<file path="src/rtl/pe_array_sched_if.sv">
// ---------------------------------------------------------------------------
// pe_array_sched_if
// Job-request, operand-handshake and PE-control bundle between a requester
// (master) and the PE array sequencing controller (slave).
//   start/cfg_len/cfg_vert/cfg_pass : job request, sampled when start && ready
//   in_valid / in_rdy               : operand beat handshake
//   ready                           : controller idle
//   in_en, active, pe_a..pe_h       : PE control lines for one broadcast group
//   done                            : one-cycle pulse, PE opsum holds result
// ---------------------------------------------------------------------------
interface pe_array_sched_if #(
    parameter int LEN_W = 8
) ();
    logic             start;
    logic [LEN_W-1:0] cfg_len;
    logic             cfg_vert;
    logic             cfg_pass;
    logic             in_valid;
    logic             ready;
    logic             in_rdy;
    logic             in_en;
    logic             active;
    logic             pe_a;
    logic             pe_b;
    logic             pe_c;
    logic             pe_d;
    logic             pe_e;
    logic             pe_h;
    logic             done;

    modport master (
        output start, cfg_len, cfg_vert, cfg_pass, in_valid,
        input  ready, in_rdy, in_en, active, pe_a, pe_b, pe_c, pe_d, pe_e, pe_h, done
    );

    modport slave (
        input  start, cfg_len, cfg_vert, cfg_pass, in_valid,
        output ready, in_rdy, in_en, active, pe_a, pe_b, pe_c, pe_d, pe_e, pe_h, done
    );
endinterface

</file>
<file path="src/rtl/pe_array_sched.sv">
// ---------------------------------------------------------------------------
// pe_array_sched
// Sequencing controller for a broadcast group of PEs. Accepts one
// accumulation job per start handshake, issues K operand beats (stalling on
// in_valid bubbles), then drains the two-stage PE pipeline so that the
// accumulation clear (pe_c) and output capture (pe_d) land on the beats they
// belong to, and finally pulses done when opsum holds the result.
// Ports:
//   clk    : clock, rising edge
//   rst    : asynchronous reset, active low
//   bus_io : pe_array_sched_if slave modport (job request, operand
//            handshake, PE control lines, done)
// in_en/pe_a/pe_b follow in_valid within the issue cycle, so they are a
// direct gate of in_valid by the registered issue-state flag; every other
// output is a register.
// ---------------------------------------------------------------------------
module pe_array_sched #(
    parameter int LEN_W = 8
) (
    input  logic              clk,
    input  logic              rst,
    pe_array_sched_if.slave   bus_io
);

    typedef enum logic [1:0] {
        ST_IDLE  = 2'd0,
        ST_ISSUE = 2'd1,
        ST_DRAIN = 2'd2,
        ST_DONE  = 2'd3
    } state_t;

    // Beat tag travelling alongside the operand/multiplier pipeline.
    typedef struct packed {
        logic vld;
        logic first;
        logic last;
    } tag_t;

    localparam logic [LEN_W-1:0] CNT_ZERO = LEN_W'(0);
    localparam logic [LEN_W-1:0] CNT_ONE  = LEN_W'(1);
    localparam tag_t             TAG_NONE = 3'b000;

    state_t           state_q,  state_d;
    logic [LEN_W-1:0] cnt_q,    cnt_d;
    logic             first_q,  first_d;
    logic             vert_q,   vert_d;
    logic             drain_q,  drain_d;
    tag_t             tag1_q,   tag1_d;
    tag_t             tag2_q,   tag2_d;
    logic             ready_q,  ready_d;
    logic             in_rdy_q, in_rdy_d;
    logic             active_q, active_d;
    logic             pe_c_q,   pe_c_d;
    logic             pe_d_q,   pe_d_d;
    logic             pe_e_q,   pe_e_d;
    logic             pe_h_q,   pe_h_d;
    logic             done_q,   done_d;

    logic             issue_s;
    logic             pipe_s;

    // A beat is consumed only while issuing and the source offers one.
    assign issue_s = in_rdy_q & bus_io.in_valid;

    // Next-state, beat counter, tag pipeline and registered-output decode.
    always_comb begin
        state_d = state_q;
        cnt_d   = cnt_q;
        first_d = first_q;
        vert_d  = vert_q;
        drain_d = drain_q;
        pe_e_d  = pe_e_q;
        tag1_d  = TAG_NONE;
        tag2_d  = TAG_NONE;

        case (state_q)
            ST_IDLE: begin
                if (bus_io.start) begin
                    vert_d  = bus_io.cfg_vert;
                    pe_e_d  = bus_io.cfg_pass;
                    cnt_d   = bus_io.cfg_len;
                    first_d = 1'b1;
                    drain_d = 1'b0;
                    if (bus_io.cfg_len != CNT_ZERO) begin
                        state_d = ST_ISSUE;
                    end else begin
                        state_d = ST_DONE;
                    end
                end else begin
                    state_d = ST_IDLE;
                end
            end
            ST_ISSUE: begin
                // Bubbles push an invalid tag so stage alignment is preserved.
                tag1_d.vld   = issue_s;
                tag1_d.first = issue_s & first_q;
                tag1_d.last  = issue_s & (cnt_q == CNT_ONE);
                tag2_d       = tag1_q;
                if (issue_s) begin
                    cnt_d   = cnt_q - CNT_ONE;
                    first_d = 1'b0;
                    if (cnt_q == CNT_ONE) begin
                        state_d = ST_DRAIN;
                        drain_d = 1'b0;
                    end else begin
                        state_d = ST_ISSUE;
                    end
                end else begin
                    state_d = ST_ISSUE;
                end
            end
            ST_DRAIN: begin
                // Two cycles flush the last issued tag out of stage 2.
                tag1_d = TAG_NONE;
                tag2_d = tag1_q;
                if (drain_q) begin
                    state_d = ST_DONE;
                    drain_d = 1'b0;
                end else begin
                    drain_d = 1'b1;
                end
            end
            ST_DONE: begin
                state_d = ST_IDLE;
            end
            default: begin
                state_d = ST_IDLE;
            end
        endcase

        pipe_s   = (state_d == ST_ISSUE) || (state_d == ST_DRAIN);
        ready_d  = (state_d == ST_IDLE);
        in_rdy_d = (state_d == ST_ISSUE);
        active_d = pipe_s;
        done_d   = (state_d == ST_DONE);

        if (state_d == ST_ISSUE) begin
            pe_h_d = vert_d;
        end else begin
            pe_h_d = 1'b0;
        end

        // pe_c/pe_d for next cycle come from what will sit in stage 2.
        if (pipe_s) begin
            pe_c_d = ~(tag2_d.vld & tag2_d.first);
            pe_d_d = tag2_d.vld & tag2_d.last;
        end else begin
            pe_c_d = 1'b0;
            pe_d_d = 1'b0;
        end
    end

    // Controller state and registered PE control lines.
    always_ff @(posedge clk or negedge rst) begin
        if (!rst) begin
            state_q  <= ST_IDLE;
            cnt_q    <= CNT_ZERO;
            first_q  <= 1'b0;
            vert_q   <= 1'b0;
            drain_q  <= 1'b0;
            tag1_q   <= TAG_NONE;
            tag2_q   <= TAG_NONE;
            ready_q  <= 1'b1;
            in_rdy_q <= 1'b0;
            active_q <= 1'b0;
            pe_c_q   <= 1'b0;
            pe_d_q   <= 1'b0;
            pe_e_q   <= 1'b0;
            pe_h_q   <= 1'b0;
            done_q   <= 1'b0;
        end else begin
            state_q  <= state_d;
            cnt_q    <= cnt_d;
            first_q  <= first_d;
            vert_q   <= vert_d;
            drain_q  <= drain_d;
            tag1_q   <= tag1_d;
            tag2_q   <= tag2_d;
            ready_q  <= ready_d;
            in_rdy_q <= in_rdy_d;
            active_q <= active_d;
            pe_c_q   <= pe_c_d;
            pe_d_q   <= pe_d_d;
            pe_e_q   <= pe_e_d;
            pe_h_q   <= pe_h_d;
            done_q   <= done_d;
        end
    end

    assign bus_io.ready  = ready_q;
    assign bus_io.in_rdy = in_rdy_q;
    assign bus_io.in_en  = issue_s;
    assign bus_io.pe_a   = issue_s;
    assign bus_io.pe_b   = issue_s;
    assign bus_io.active = active_q;
    assign bus_io.pe_c   = pe_c_q;
    assign bus_io.pe_d   = pe_d_q;
    assign bus_io.pe_e   = pe_e_q;
    assign bus_io.pe_h   = pe_h_q;
    assign bus_io.done   = done_q;

endmodule

</file>
<file path="src/flat_wrapper.sv">
// flat-port wrapper written by rule: the top's interface ports become plain ports
module pe_array_sched_flat 
#(
    parameter int LEN_W = 8
)
  (clk, rst, bus_io_start, bus_io_cfg_len, bus_io_cfg_vert, bus_io_cfg_pass, bus_io_in_valid, bus_io_ready, bus_io_in_rdy, bus_io_in_en, bus_io_active, bus_io_pe_a, bus_io_pe_b, bus_io_pe_c, bus_io_pe_d, bus_io_pe_e, bus_io_pe_h, bus_io_done);
  pe_array_sched_if #(.LEN_W(LEN_W)) bus_io_i ();
  input  logic clk;
  input  logic rst;
  input wire logic [$bits(bus_io_i.start)-1:0] bus_io_start;
  input wire logic [$bits(bus_io_i.cfg_len)-1:0] bus_io_cfg_len;
  input wire logic [$bits(bus_io_i.cfg_vert)-1:0] bus_io_cfg_vert;
  input wire logic [$bits(bus_io_i.cfg_pass)-1:0] bus_io_cfg_pass;
  input wire logic [$bits(bus_io_i.in_valid)-1:0] bus_io_in_valid;
  output wire logic [$bits(bus_io_i.ready)-1:0] bus_io_ready;
  output wire logic [$bits(bus_io_i.in_rdy)-1:0] bus_io_in_rdy;
  output wire logic [$bits(bus_io_i.in_en)-1:0] bus_io_in_en;
  output wire logic [$bits(bus_io_i.active)-1:0] bus_io_active;
  output wire logic [$bits(bus_io_i.pe_a)-1:0] bus_io_pe_a;
  output wire logic [$bits(bus_io_i.pe_b)-1:0] bus_io_pe_b;
  output wire logic [$bits(bus_io_i.pe_c)-1:0] bus_io_pe_c;
  output wire logic [$bits(bus_io_i.pe_d)-1:0] bus_io_pe_d;
  output wire logic [$bits(bus_io_i.pe_e)-1:0] bus_io_pe_e;
  output wire logic [$bits(bus_io_i.pe_h)-1:0] bus_io_pe_h;
  output wire logic [$bits(bus_io_i.done)-1:0] bus_io_done;
  assign bus_io_i.start = bus_io_start;
  assign bus_io_i.cfg_len = bus_io_cfg_len;
  assign bus_io_i.cfg_vert = bus_io_cfg_vert;
  assign bus_io_i.cfg_pass = bus_io_cfg_pass;
  assign bus_io_i.in_valid = bus_io_in_valid;
  assign bus_io_ready = bus_io_i.ready;
  assign bus_io_in_rdy = bus_io_i.in_rdy;
  assign bus_io_in_en = bus_io_i.in_en;
  assign bus_io_active = bus_io_i.active;
  assign bus_io_pe_a = bus_io_i.pe_a;
  assign bus_io_pe_b = bus_io_i.pe_b;
  assign bus_io_pe_c = bus_io_i.pe_c;
  assign bus_io_pe_d = bus_io_i.pe_d;
  assign bus_io_pe_e = bus_io_i.pe_e;
  assign bus_io_pe_h = bus_io_i.pe_h;
  assign bus_io_done = bus_io_i.done;
  pe_array_sched #(.LEN_W(LEN_W)) u_core (.clk(clk), .rst(rst), .bus_io(bus_io_i));
endmodule
</file>
<file path="config.mk">
export PLATFORM = sky130hd
export DESIGN_NAME = pe_array_sched_flat
export DESIGN_NICKNAME = d
export VERILOG_FILES = /design/src/rtl/pe_array_sched_if.sv /design/src/rtl/pe_array_sched.sv /design/src/flat_wrapper.sv
export SDC_FILE = /design/constraint.sdc
export NUM_CORES = 1
export LEC_CHECK = 0
export ABC_CLOCK_PERIOD_IN_PS = 2930
export BUFFER_PORTS_ARGS = -buffer_cell sky130_fd_sc_hd__buf_2
export CORE_AREA = 10 10 82 84
export DETAILED_ROUTE_END_ITERATION = 6
export DIE_AREA = 0 0 92 94
export PLACE_DENSITY = 0.52
export SLEW_MARGIN = 10
export SYNTH_ARGS = -nofsm -noshare
export SYNTH_HDL_FRONTEND = slang
export SYNTH_SLANG_ARGS = --single-unit
export TNS_END_PERCENT = 50
</file>
<file path="constraint.sdc">
create_clock -name clk -period 2.93 [get_ports clk]
set_input_delay 0.1465 -clock clk [delete_from_list [all_inputs] [get_ports clk]]
set_output_delay 0.1465 -clock clk [all_outputs]
set_load 0.005 [all_outputs]
</file>
# Word level (Yosys, flattened, before mapping)
# Index checks and enable logic that the tools add are counted.
[totals] regBits=24 in_bits=14 output_inout_bits=11 wordCells=67
[classes] add_sub_neg=1 eq_ne=10 muxes=24 bitwise_logic=6 reduce_logical=10
[ops] cell="8-bit two-way mux" count=2
[ops] cell="8-bit one-hot mux with 2 select lines" count=1
[ops] cell="1-bit two-way mux" count=11
[ops] cell="2-bit two-way mux" count=5
[ops] cell="2-bit == test (second input constant)" count=4
[ops] cell="8-bit by 1-bit == test with 1-bit output (second input constant)" count=1
[ops] cell="2-bit one-hot mux with 4 select lines" count=1
[ops] cell="8-bit nonzero test" count=1
[ops] cell="8-bit by 1-bit subtractor with 8-bit output (second input constant)" count=1
[ops] cell="3-bit two-way mux" count=2
[ops] cell="1-bit bitwise AND" count=5
[ops] cell="2-bit by 1-bit == test with 1-bit output (second input constant)" count=2
[ops] cell="2-bit logical NOT" count=2
[ops] cell="2-bit by 1-bit != test with 1-bit output (second input constant)" count=2
[ops] cell="4-bit AND reduction" count=1
[ops] cell="1-bit one-hot mux with 3 select lines" count=1
[ops] cell="3-bit AND reduction" count=1
[ops] cell="3-bit nonzero test" count=1
[ops] cell="2-bit != test (second input constant)" count=1
[ops] cell="1-bit one-hot mux with 2 select lines" count=1
[ops] cell="2-bit AND reduction" count=1
[ops] cell="2-bit nonzero test" count=1
[ops] cell="2-bit OR reduction" count=1
[ops] cell="1-bit logical OR" count=1
[ops] cell="1-bit NOT" count=1

# Depth between registers and ports, before layout
[depth] ltp_word=7 ltp_mapped=9 depth_no_buf=9

# Worst setup path after synthesis
# Ideal clock, no wire load.
[synth_timing] kind="register -> register" startpoint="register u_core.cnt_q[3]" endpoint="register u_core.pe_d_q (netlist: u_core.bus_io.pe_d)" setup_time_ps=120 arrival_ps=2187 required_ps=2810 path_slack_ps=622 stages_incl_launch_ff=6 path_buffers=0 synth_period_minus_slack_ps=2308 cell_sequence="dfrtp_1 > or4_4 > or4b_4 > a22o_1 > ha_1 > and4_1"
[synth_between] elab_chain_cells=7 word_cells_on_any_way=8 classes_between="eq/ne (3); mux (4); reduce/logical (1)"
[synth_lines] element="from (decl)" line="pe_array_sched.sv:44" text="logic [LEN_W-1:0] cnt_q, cnt_d;"
[synth_lines] element="from (signal assigned)" line="pe_array_sched.sv:173" text="cnt_q <= cnt_d;"
[synth_lines] element="8-bit by 1-bit == test with 1-bit output (*)" line="pe_array_sched.sv:102" text="if (cnt_q == CNT_ONE) begin"
[synth_lines] element="2-bit two-way mux (*)" line="pe_array_sched.sv:102"
[synth_lines] element="2-bit two-way mux (*)" line="pe_array_sched.sv:99" text="if (issue_s) begin"
[synth_lines] element="2-bit one-hot mux with 4 select lines (*)" line="pe_array_sched.sv:76" text="case (state_q)"
[synth_lines] element="2-bit by 1-bit == test with 1-bit output / 2-bit == test (equally long branches)" line="pe_array_sched.sv:131" text="pipe_s = (state_d == ST_ISSUE) || (state_d == ST_DRAIN);"
[synth_lines] element="1-bit logical OR (*)" line="pe_array_sched.sv:131"
[synth_lines] element="via u_core.active_d" line="pe_array_sched.sv:52" text="logic active_q, active_d;"
[synth_lines] element="1-bit two-way mux (*)" line="pe_array_sched.sv:144" text="if (pipe_s) begin"
[synth_lines] element="via u_core.pe_d_d" line="pe_array_sched.sv:54" text="logic pe_d_q, pe_d_d;"
[synth_lines] element="to (signal assigned)" line="pe_array_sched.sv:183" text="pe_d_q <= pe_d_d;"
[synth_lines] element="to (decl)" line="pe_array_sched.sv:54"
# Mark *: on every way through the listed nets, which the timed path passes. The rest lies on a longest branch.
# A chain may end at the register's enable or synchronous reset.

# Final worst setup path
# Same ends and word-level chain as after synthesis.

==> summary.md <==
| Metric | Value |
|---|---|
| Status | finished clean |
| Clock transition at path regs | 90 ps |
| Worst Tran Pin Value | 698 ps |
| Die H | 94 um |
| Setup TNS | 0 ps |
| Wire per inst | 13.1 um |
| Ports | 25 |
| Max frequency | 419 MHz |
| Distinct cells, synth | 37 |
| Clk_skew | 2.56 ps |
| Root Driver | clkbuf_8 |
| Vias | 960 |
| Reg2Reg Depth | 5 |
| Die area | 8650 sq um |
| Worst setup SP type | register |
| Initial Utilization | 24.8% |
| CTS Buf Count | 3 |
| Avg Cell Area, Syn | 10.3 sq um |
| Worst EP required | 3090 ps |
| Area delta synth->final | 21.8% |
| Worst Path Arrival | 2550 ps |
| Largest net degree at the start of global routing | 25 |
| Fillers | 553 |
| Post-CTS Setup Bufs | 0 |
| Remaining DRCs | 0 |
| CP endpoint kind | register |
| Post-route minimum period | 2390 ps |
| H-tree Lvls | 1 |
| Total clock sinks | 24 |
| FP Rows | 26 |
| Relative slew slack | 53.5% |
| Synth Net Count | 146 |
| Seq/Total Area, Yosys | 47.9% |
| Die span in x | 92 um |
| Via density | 4.40 |
| Post-synth top flop | dfrtp_1 |
| Post-DP HPWL | 2220 um |
| Slew Viols, Final | 0 |
| Mapped cell area | 1260 sq um |
| Drt pass-1 iters | 4 |
| Pwr Density | 1020 nW/um^2 |
| Post-synth EDFFs | 0 |
| Worst-Skew Late Latency | 270 ps |
| Ys Warns | 0 |
| Global placer's final weighted congestion | 0.731 |
| Final Cycle Share | 81.5% |
| Antenna-violating nets left | 0 |
| Peak VDD IR | 0.403 mV |
| Total gr overflow | 0 |
| Synth Register Bits | 24 |
| Hold Crit Class | input port to register |
| Static leakage | 0.736 nW |
| Routed Wire Length | 2860 um |
| Max Root-Sink Buffers | 2 |
| Total global-route track usage | 7.08% |
| Vias in the first global route | 1048 |
| RSZ-0062 raised after global routing | no |
| First-pass GRT wire length | 5020 um |
| Fin nets | 173 |
| Core Area | 5070 sq um |
| 1st-iter DRT viols | 49 |
| Initial antenna violation count | 0 |
| Ys async rst share | 100% |
| Setup Viol. Count Final | 0 |
| Worst-path fanout max | 7 |
| Max cap viols | 0 |
| Post-Syn Instances | 122 |
| Critical Setup Path Class | register to register |
| Final Hold Vio Count | 0 |
| CTS tree | done |
| Port-buffer cells | 24 |
| Hold Path Depth | 2 |
| WHS | 113 ps |
| Antenna fix cells | 0 |
| Layout cells sized above 1 | 24.3% |
## registers in the layout, summed over array words and instances (netlist names)
signal	flops
u_core.bus_io.pe_h	1
u_core.bus_io.pe_d	1
u_core.state_q	2
u_core.drain_q	1
u_core.bus_io.in_rdy	1
u_core.vert_q	1
u_core.bus_io.active	1
u_core.tag1_q	3
u_core.bus_io.pe_c	1
u_core.bus_io.done	1
u_core.bus_io.ready	1
u_core.cnt_q	8
u_core.first_q	1
u_core.bus_io.pe_e	1
## cell type report
| class | count | area (sq um) | area share, % |
|---|---|---|---|
| Clock buffer | 3 | 41.3 | 2.70 |
| Multi-Input combinational cell | 84 | 594 | 38.8 |
| Clock inverter | 1 | 30.0 | 1.96 |
| Timing Repair Buffer | 26 | 138 | 8.99 |
| Sequential cell | 24 | 602 | 39.3 |
| Inverter | 10 | 37.5 | 2.45 |
| Tap cell | 70 | 87.6 | 5.72 |
## critical path, cell delays in order (launching register included)
cell     delay, ps
dfrtp_1        440
or4_4          570
or4b_4         540
a22o_1         230
ha_1           300
and4_1         200
## where the power goes
part           total [mW]  internal [mW]  switching (mW)
Clock               0.292          0.183           0.110
Sequential          0.561          0.473          0.0886
Combinational       0.712          0.308           0.404
## kinds of logic (layout without fill, tap and decap cells)
group / Yosys count / in the layout / share of synthesized area, %
buf+inv: 14 / 40 / 4.78
flops: 24 / 24 / 47.9
fa+ha+maj: 10 / 10 / 9.96
compound gates: 38 / 38 / 19.1
simple gates: 31 / 31 / 14.0
mux: 5 / 5 / 4.18
## routing by layer
metal  GRT usage (%)  vias to the layer above  wire length [um]
met4            1.16                        0                18
met3            3.36                        2               228
li1                -                      484                 -
met1            8.85                      446              1390
met2            11.0                       28              1220
met5               0                        -                 0
## cells in the mapped netlist, drive strengths merged, types with 2 or more instances
cell type / n / share of area [%]
a21o: 3 / 1.8
a21oi: 13 / 5.2
a2bb2oi: 3 / 2.1
buf: 2 / 1.2
clkbuf: 2 / 0.60
dfrtp: 23 / 46
ha: 10 / 10
inv: 10 / 3.0
mux2: 2 / 1.8
mux2i: 3 / 2.4
nand2: 5 / 1.5
nand2b: 2 / 1.0
nand3: 2 / 0.80
nand4: 2 / 1.0
nor2: 9 / 2.7
o21ai: 11 / 4.4
or4: 2 / 1.6
## worst paths after layout
kind                                  startpoint                   to  slack [ps]
worst min-delay path             bus_io_cfg_pass   u_core.bus_io.pe_e         110
max in group asynchronous                    rst  u_core.bus_io.ready        2160
min in group asynchronous                    rst   u_core.bus_io.pe_h         400
worst max register to register   u_core.cnt_q[3]   u_core.bus_io.pe_d         540
worst min register to register  u_core.tag1_q[1]   u_core.bus_io.pe_c         460
worst max-delay path             u_core.cnt_q[3]   u_core.bus_io.pe_d         540
## stage by stage
step	worst slack [ps]	cell area [sq um]	instances	utilization, %	total power [mW]
6_report	542	1530	218	30.2	1.57
2_1_floorplan	622	1260	122	-	1.07
3_5_place_dp	550	1450	213	28.6	1.29
5_1_grt	431	1530	218	30.2	1.73
3_3_place_gp	555	1450	213	28.6	1.29
4_1_cts	517	1530	218	30.2	1.59
## layout by cell type, fill, tap and decap left out, types with 2 or more instances in the layout
master | synthesis | final
buf_2 | 0 | 24
dfrtp_1 | 23 | 23
a21oi_1 | 13 | 13
inv_1 | 10 | 10
o21ai_0 | 10 | 10
ha_1 | 10 | 10
nor2_1 | 9 | 9
nand2_1 | 5 | 5
a21o_1 | 3 | 3
mux2i_1 | 3 | 3
a2bb2oi_1 | 3 | 3
clkbuf_8 | 0 | 3
nand2b_1 | 2 | 2
nand4_1 | 2 | 2
mux2_2 | 2 | 2
nand3_1 | 2 | 2
## timing repair
action / in CTS / in global routing
setup endpoints to repair: 0 / 0
hold buffers: 1 / 0
resized for setup: 0 / 0
hold endpoints to repair: 23 / 0
Power figures use the tool's default switching activity.
